[src/rtl/mipi_frame_writer.sv]
// mipi_frame_writer
//   Captures one full frame from the 10-bit RAW parallel pixel bus after a start
//   command, buffers the pixels in a FIFO and drains them into SDRAM through an
//   Avalon-MM write master at consecutive halfword addresses.
//
// Ports
//   clk, reset             system clock / asynchronous active-high reset
//   pix_d, pix_hs, pix_vs  pixel bus (data, line valid, frame valid)
//   start, base_addr       arm capture; base byte address sampled on accepted start
//   busy, done, overflow   status (done is a 1-cycle pulse, overflow is sticky)
//   pixel_count            pixels accepted into the FIFO this frame
//   avm_*                  Avalon-MM write master
//
// Build option
//   MIPI_FRAME_WRITER_TEST_PATTERN_EN: replace pix_d by a per-frame pixel counter.
//
// state   | meaning
// IDLE    | waiting for start
// SYNC    | armed mid-frame, waiting for pix_vs low
// ARMED   | waiting for pix_vs rising edge
// CAPTURE | pushing valid pixels into the FIFO
// DRAIN   | frame ended, emptying FIFO to SDRAM
// DONE    | done pulse, returns to IDLE
module mipi_frame_writer #(
  parameter int FIFO_DEPTH = 64,
  parameter int ADDR_W     = 32,
  parameter int CNT_W      = 24,
  parameter int MAX_PIXELS = 7990272
) (
  input  logic              clk,
  input  logic              reset,
  input  logic [9:0]        pix_d,
  input  logic              pix_hs,
  input  logic              pix_vs,
  input  logic              start,
  input  logic [ADDR_W-1:0] base_addr,
  output logic              busy,
  output logic              done,
  output logic              overflow,
  output logic [CNT_W-1:0]  pixel_count,
  output logic [ADDR_W-1:0] avm_address,
  output logic              avm_write,
  output logic [15:0]       avm_writedata,
  output logic [1:0]        avm_byteenable,
  input  logic              avm_waitrequest
);

  localparam int AW = $clog2(FIFO_DEPTH);

  typedef enum logic [2:0] {
    S_IDLE, S_SYNC, S_ARMED, S_CAPTURE, S_DRAIN, S_DONE
  } state_t;

  state_t              state_q;
  logic                vs_q;
  logic [9:0]          mem [FIFO_DEPTH];
  logic [AW-1:0]       wr_ptr_q, rd_ptr_q;
  logic [AW:0]         fifo_cnt_q;
  logic [ADDR_W-1:0]   next_addr_q;
  logic [CNT_W-1:0]    count_q;
  logic                overflow_q, busy_q, done_q;
  logic                avm_write_q;
  logic [ADDR_W-1:0]   avm_address_q;
  logic [15:0]         avm_writedata_q;

  logic                vs_rise, cap_en, pix_valid, below_cap, wr_done;
  logic                full, push, drop, pop;
  logic [AW:0]         occ;
  logic [9:0]          pix_val;

  assign vs_rise   = pix_vs & ~vs_q;
  // The rising-edge cycle itself may carry a valid pixel, so ARMED captures it too.
  assign cap_en    = (state_q == S_CAPTURE) | ((state_q == S_ARMED) & vs_rise);
  assign pix_valid = cap_en & pix_vs & pix_hs;
  assign below_cap = count_q < CNT_W'(MAX_PIXELS);
  assign wr_done   = avm_write_q & ~avm_waitrequest;
  // Occupancy includes the word held in the Avalon output register, so at most
  // FIFO_DEPTH pixels are in flight at once.
  assign occ       = fifo_cnt_q + {{AW{1'b0}}, avm_write_q};
  assign full      = (occ == (AW+1)'(FIFO_DEPTH));
  assign push      = pix_valid & below_cap & (~full | wr_done);
  assign drop      = pix_valid & below_cap & full & ~wr_done;
  assign pop       = (fifo_cnt_q != '0) & (~avm_write_q | ~avm_waitrequest);

`ifdef MIPI_FRAME_WRITER_TEST_PATTERN_EN
  logic [9:0] pat_q, pat_cur;
  assign pat_cur = vs_rise ? 10'd0 : pat_q;
  assign pix_val = pat_cur;

  always_ff @(posedge clk or posedge reset) begin
    if (reset) pat_q <= '0;
    else       pat_q <= pat_cur + 10'(pix_vs & pix_hs);
  end
`else
  assign pix_val = pix_d;
`endif

  always_ff @(posedge clk) begin
    if (push) mem[wr_ptr_q] <= pix_val;
  end

  always_ff @(posedge clk or posedge reset) begin
    if (reset) begin
      state_q         <= S_IDLE;
      vs_q            <= 1'b0;
      wr_ptr_q        <= '0;
      rd_ptr_q        <= '0;
      fifo_cnt_q      <= '0;
      next_addr_q     <= '0;
      count_q         <= '0;
      overflow_q      <= 1'b0;
      busy_q          <= 1'b0;
      done_q          <= 1'b0;
      avm_write_q     <= 1'b0;
      avm_address_q   <= '0;
      avm_writedata_q <= '0;
    end else begin
      vs_q   <= pix_vs;
      done_q <= 1'b0;

      if (push) begin
        wr_ptr_q <= wr_ptr_q + AW'(1);
        count_q  <= count_q + CNT_W'(1);
      end
      if (drop) overflow_q <= 1'b1;

      case ({push, pop})
        2'b10:   fifo_cnt_q <= fifo_cnt_q + (AW+1)'(1);
        2'b01:   fifo_cnt_q <= fifo_cnt_q - (AW+1)'(1);
        default: fifo_cnt_q <= fifo_cnt_q;
      endcase

      if (pop) begin
        rd_ptr_q        <= rd_ptr_q + AW'(1);
        avm_write_q     <= 1'b1;
        avm_address_q   <= next_addr_q;
        avm_writedata_q <= {6'b0, mem[rd_ptr_q]};
        next_addr_q     <= next_addr_q + ADDR_W'(2);
      end else if (wr_done) begin
        avm_write_q <= 1'b0;
      end

      case (state_q)
        S_IDLE: begin
          if (start) begin
            next_addr_q <= base_addr;
            count_q     <= '0;
            overflow_q  <= 1'b0;
            wr_ptr_q    <= '0;
            rd_ptr_q    <= '0;
            fifo_cnt_q  <= '0;
            busy_q      <= 1'b1;
            state_q     <= S_SYNC;
          end
        end
        S_SYNC:    if (!pix_vs) state_q <= S_ARMED;
        S_ARMED:   if (vs_rise) state_q <= S_CAPTURE;
        S_CAPTURE: if (!pix_vs) state_q <= S_DRAIN;
        S_DRAIN: begin
          if ((fifo_cnt_q == '0) && !avm_write_q) begin
            done_q  <= 1'b1;
            state_q <= S_DONE;
          end
        end
        S_DONE: begin
          busy_q  <= 1'b0;
          state_q <= S_IDLE;
        end
        default: state_q <= S_IDLE;
      endcase
    end
  end

  assign busy           = busy_q;
  assign done           = done_q;
  assign overflow       = overflow_q;
  assign pixel_count    = count_q;
  assign avm_address    = avm_address_q;
  assign avm_write      = avm_write_q;
  assign avm_writedata  = avm_writedata_q;
  assign avm_byteenable = 2'b11;

endmodule

[config.mk]
export PLATFORM = sky130hd
export DESIGN_NAME = mipi_frame_writer
export DESIGN_NICKNAME = d
export VERILOG_FILES = /design/src/rtl/mipi_frame_writer.sv
export SDC_FILE = /design/constraint.sdc
export NUM_CORES = 1
export LEC_CHECK = 0
export BUFFER_PORTS_ARGS = -buffer_cell sky130_fd_sc_hd__buf_2
export CELL_PAD_IN_SITES_DETAIL_PLACEMENT = 2
export CELL_PAD_IN_SITES_GLOBAL_PLACEMENT = 2
export CORE_ASPECT_RATIO = 0.5
export CORE_MARGIN = 4
export CORE_UTILIZATION = 50
export CTS_CLUSTER_SIZE = 14
export DETAILED_ROUTE_END_ITERATION = 16
export PLACE_DENSITY = 0.81
export RECOVER_POWER = 25
export SLEW_MARGIN = 40
export SYNTH_ARGS = -nofsm -noshare
export SYNTH_HDL_FRONTEND = slang
export SYNTH_SLANG_ARGS = --single-unit
[constraint.sdc]
create_clock -name clk -period 7.5 [get_ports clk]
set_input_delay 1.5 -clock clk [delete_from_list [all_inputs] [get_ports clk]]
set_output_delay 1.5 -clock clk [all_outputs]
set_load 0.01 [all_outputs]
==> impl_metrics.csv <==
group,metric,value,unit
clock_tree,insertion_delay,0.63,ns
power,pwr-share-clk,29.7,%
drt,viasPerCell,6.89,
sta,rsz0062_at_grt,"no",
worst_hold_path,worstHoldPathType,"flop to flop",
power,p_comb_share,27.1,%
clock_tree,cts_hold_buf,0,
floorplan,die_x,360,microns
synth,synth_compound_area_share,5.10,%
power,power_leakage,0.0120,uW
synth,synth_common_cells,"edfxtp_1, nand2_1, mux2i_1, nor2_1, dfrtp_1",
sta,skew,0.0293,ns
global_route,grt_overflow,0,
synth,synth_area_per_cell,16.0,sq um
sta,setup_violations,0,
power,seq_power_share,43.2,%
synth,synth_area_leaders,"edfxtp_1, dfrtp_1, mux4_2",
placed_design,finalWeightedCongestion,0.818,
synth,synth_seq_cells,765,
critical_path,r2r_slack,1.89,ns
drt,wl,120,mm
synth,synth_area_leader_cell,"edfxtp_1",
placed_design,dp_hpwl,66.1,mm
global_route,grt_max_degree,94,
synth,synth_simple_gate_area_share,7.29,%
sta,fin_crit_sh,74.8,%
critical_path,critPathMaxFanout,37,
critical_path,critPathRequiredTime,8.02,ns
synth,synth_mux_area_share,11.4,%
synth,synth_top_family_by_area,"multiplexers",
global_route,antenna_found_initial,10,
synth,synth_xor_area_share,1.78,%
critical_path,critical_path_class,"flop to flop",
sta,fmax,178,MHz
critical_path,cp-end-kind,"flop",
placed_design,port_buffers,117,
synth,synthFlopType,"edfxtp_1",
drt,wire_per_inst,41.0,microns
clock_tree,cts-root-buf,"clkbuf_16",
sta,timing.final.crit_period,5.61,ns
sta,final_max_slew_viol_count,703,
drt,dr.first_iter.drc_count,3291,
synth,synth.most_common_cell,"edfxtp_1",
run_status,violations,"max-capacitance violations, max-slew violations",
power,p_per_area,353,nW/um^2
drt,drc,0,
floorplan,row_count,64,
clock_tree,cts_setup_buffers,0,
synth,synth_edf_count,640,
worst_hold_path,hold_start,"avm_address[14]$_DFFE_PP0P_",
clock_tree,clkTransAtPathRegs,0.07,ns
power,p_sw,4310,uW
synth,yosysUniqueCellTypes,70,
critical_path,reg2regPathDepth,12,
drt,ant_nets,0,
floorplan,die_h,184,microns
sta,tns,0,ns
clock_tree,cts_buffer_depth,3,
clock_tree,cts_sinks,765,
drt,vias,20100,
clock_tree,numCtsBuffers,69,
run_status,status,"finished, violations left",
clock_tree,cts_resized,0,
clock_tree,tritoncts,"built",
sta,worst_pin_slew,4.56,ns
final_layout,nets,2100,
sta,timing.slew.headroom,-204,%
worst_hold_path,whs_path_depth,2,
final_layout,stdcell_count,2920,
synth,yosysWarnings,0,
synth,synth_fa_ha_area_share,0.363,%
floorplan,die_area,66300,sq um
floorplan,io_pins,126,
floorplan,design.core.area,61300,sq um
run,cap_violations,11,
power,p_int,7920,uW
synth,yosysTopAreaCellShare,62.0,%
synth,yosysSeqAreaShare,72.1,%
power,peakVddDrop,0.171,mV
critical_path,timing.rr.start,"fifo_cnt_q[2]$_DFF_PP0_",
synth,syn_inst,1940,
critical_path,worstPathArrival,6.13,ns
synth,synthArstFlopShare,16.3,%
sta,hold_violations,0,
final_layout,fill_cells,5320,
drt,first_pass_iters,8,
critical_path,r2r_end,"fifo_cnt_q[4]$_DFF_PP0_",
critical_path,start_kind,"flop",
final_layout,drive_gt1_share,19.4,%
worst_hold_path,hold_end,"avm_address[14]$_DFFE_PP0P_",
clock_tree,cts_max_level,3,
floorplan,initial_core_util,50.6,%
global_route,grt_pass1_wl,170,mm
power,switching_share,35.3,%
synth,synth_area,31000,sq um
global_route,grtUsageTotal,36.0,%
placed_design,dp.cells,2797,
final_layout,area_growth,11.7,%
global_route,grt_pass1_vias,20900,
## sequential cells by signal, summed over array words and instances, names as in the netlist
register / flops
overflow: 1
fifo_cnt_q: 7
busy: 1
rd_ptr_q: 6
wr_ptr_q: 6
done: 1
next_addr_q: 32
state_q: 3
pixel_count: 24
mem: 640
avm_write: 1
avm_writedata: 10
vs_q: 1
avm_address: 32
## power groups by stage
stage / sequential (uW) / clock, uW / combinational (uW)
after global routing: 5300 / 3800 / 3450
after global placement: 5300 / 0 / 2740
after CTS: 5250 / 3630 / 3260
after detailed placement: 5300 / 0 / 3090
final: 5280 / 3640 / 3310
after floorplan: 5150 / 0 / 2020
## per-layer routing
| metal | vias to the layer above | part of all wire [%] | GRT usage (%) | routed length (microns) |
|---|---|---|---|---|
| met5 | - | 0.023 | 0 | 28 |
| met4 | 4 | 4.4 | 13.2 | 5230 |
| met3 | 313 | 10 | 8.48 | 12600 |
| met2 | 1579 | 47 | 57.7 | 56000 |
| met1 | 10600 | 38 | 48.8 | 46000 |
| li1 | 7616 | - | - | - |
## stage by stage
stage               util (%)  hold WS [ns]  instance area (sq um)  total power [uW]  setup slack (ns)
finish                  56.5         0.486                  34600             12200              1.89
global route            56.5         0.531                  34600             12500              1.62
CTS                     56.4         0.490                  34500             12100              2.50
detailed placement      53.0         0.465                  32400              8390              2.27
global placement        52.8         0.456                  32300              8040              2.67
floorplan                  -         0.439                  31000              7160              2.67
## how the worst max path moves through the flow
stage | start | endpoint | slack (ns) | depth (start not counted)
final | fifo_cnt_q[2]$_DFF_PP0_ | fifo_cnt_q[4]$_DFF_PP0_ | 1.89 | 12
after global routing | fifo_cnt_q[2]$_DFF_PP0_ | fifo_cnt_q[4]$_DFF_PP0_ | 1.62 | 12
after CTS | avm_waitrequest | fifo_cnt_q[4]$_DFF_PP0_ | 2.50 | 13
after detailed placement | avm_waitrequest | fifo_cnt_q[4]$_DFF_PP0_ | 2.27 | 13
after global placement | avm_waitrequest | fifo_cnt_q[4]$_DFF_PP0_ | 2.67 | 13
after floorplan | reset | avm_address[0]$_DFFE_PP0P_ | 2.67 | 1
## cells by family (layout without fill, tap and decap cells)
kind of cell    Yosys count  after routing
fa+ha+maj                 9              9
simple gates            483            483
other cells               2             11
buf+inv                 137            283
flops                   765            765
mux                     253            253
compound gates          228            228
xor+xnor                 63             63
## cell usage in the layout, fill, tap and decap left out, types with 7 or more instances in the layout
cell         n
edfxtp_1   640
nand2_1    178
mux2i_1    173
dfrtp_1    122
buf_2      115
a22oi_1    111
mux4_2      80
nor2_1      73
clkbuf_16   73
nor2_2      67
nand3_1     59
o21ai_0     45
clkbuf_1    39
xor2_1      37
a21oi_1     35
xnor2_1     26
nand4_1     24
inv_1       16
and2_1      10
a32oi_1     10
buf_4       10
nor3_1       9
ha_1         9
conb_1       8
clkbuf_8     8
clkinv_2     7
or3_1        7
## layout make-up
cell class / count / area, sq um / area share [%]
antenna: 3 / 7.51 / 0.0217
clock buffer: 108 / 2040 / 5.88
clock inverter: 12 / 55.1 / 0.159
inverter: 19 / 75.1 / 0.217
multi-input combinational: 1044 / 8250 / 23.8
sequential: 765 / 22400 / 64.5
tap: 825 / 1030 / 2.98
timing repair buffer: 144 / 826 / 2.38
## worst max-delay path, cell delays in order (launching register included)
cell,delay (ns)
dfrtp_1,0.55
nor4_1,1.06
a21o_2,0.30
clkinv_2,0.58
ha_1,0.72
xor2_1,0.24
ha_1,0.25
a21oi_2,0.27
o21ai_0,0.29
a221oi_1,0.46
xnor2_1,0.20
or3_1,0.37
a21oi_1,0.19
Power figures use the tool's default switching activity.
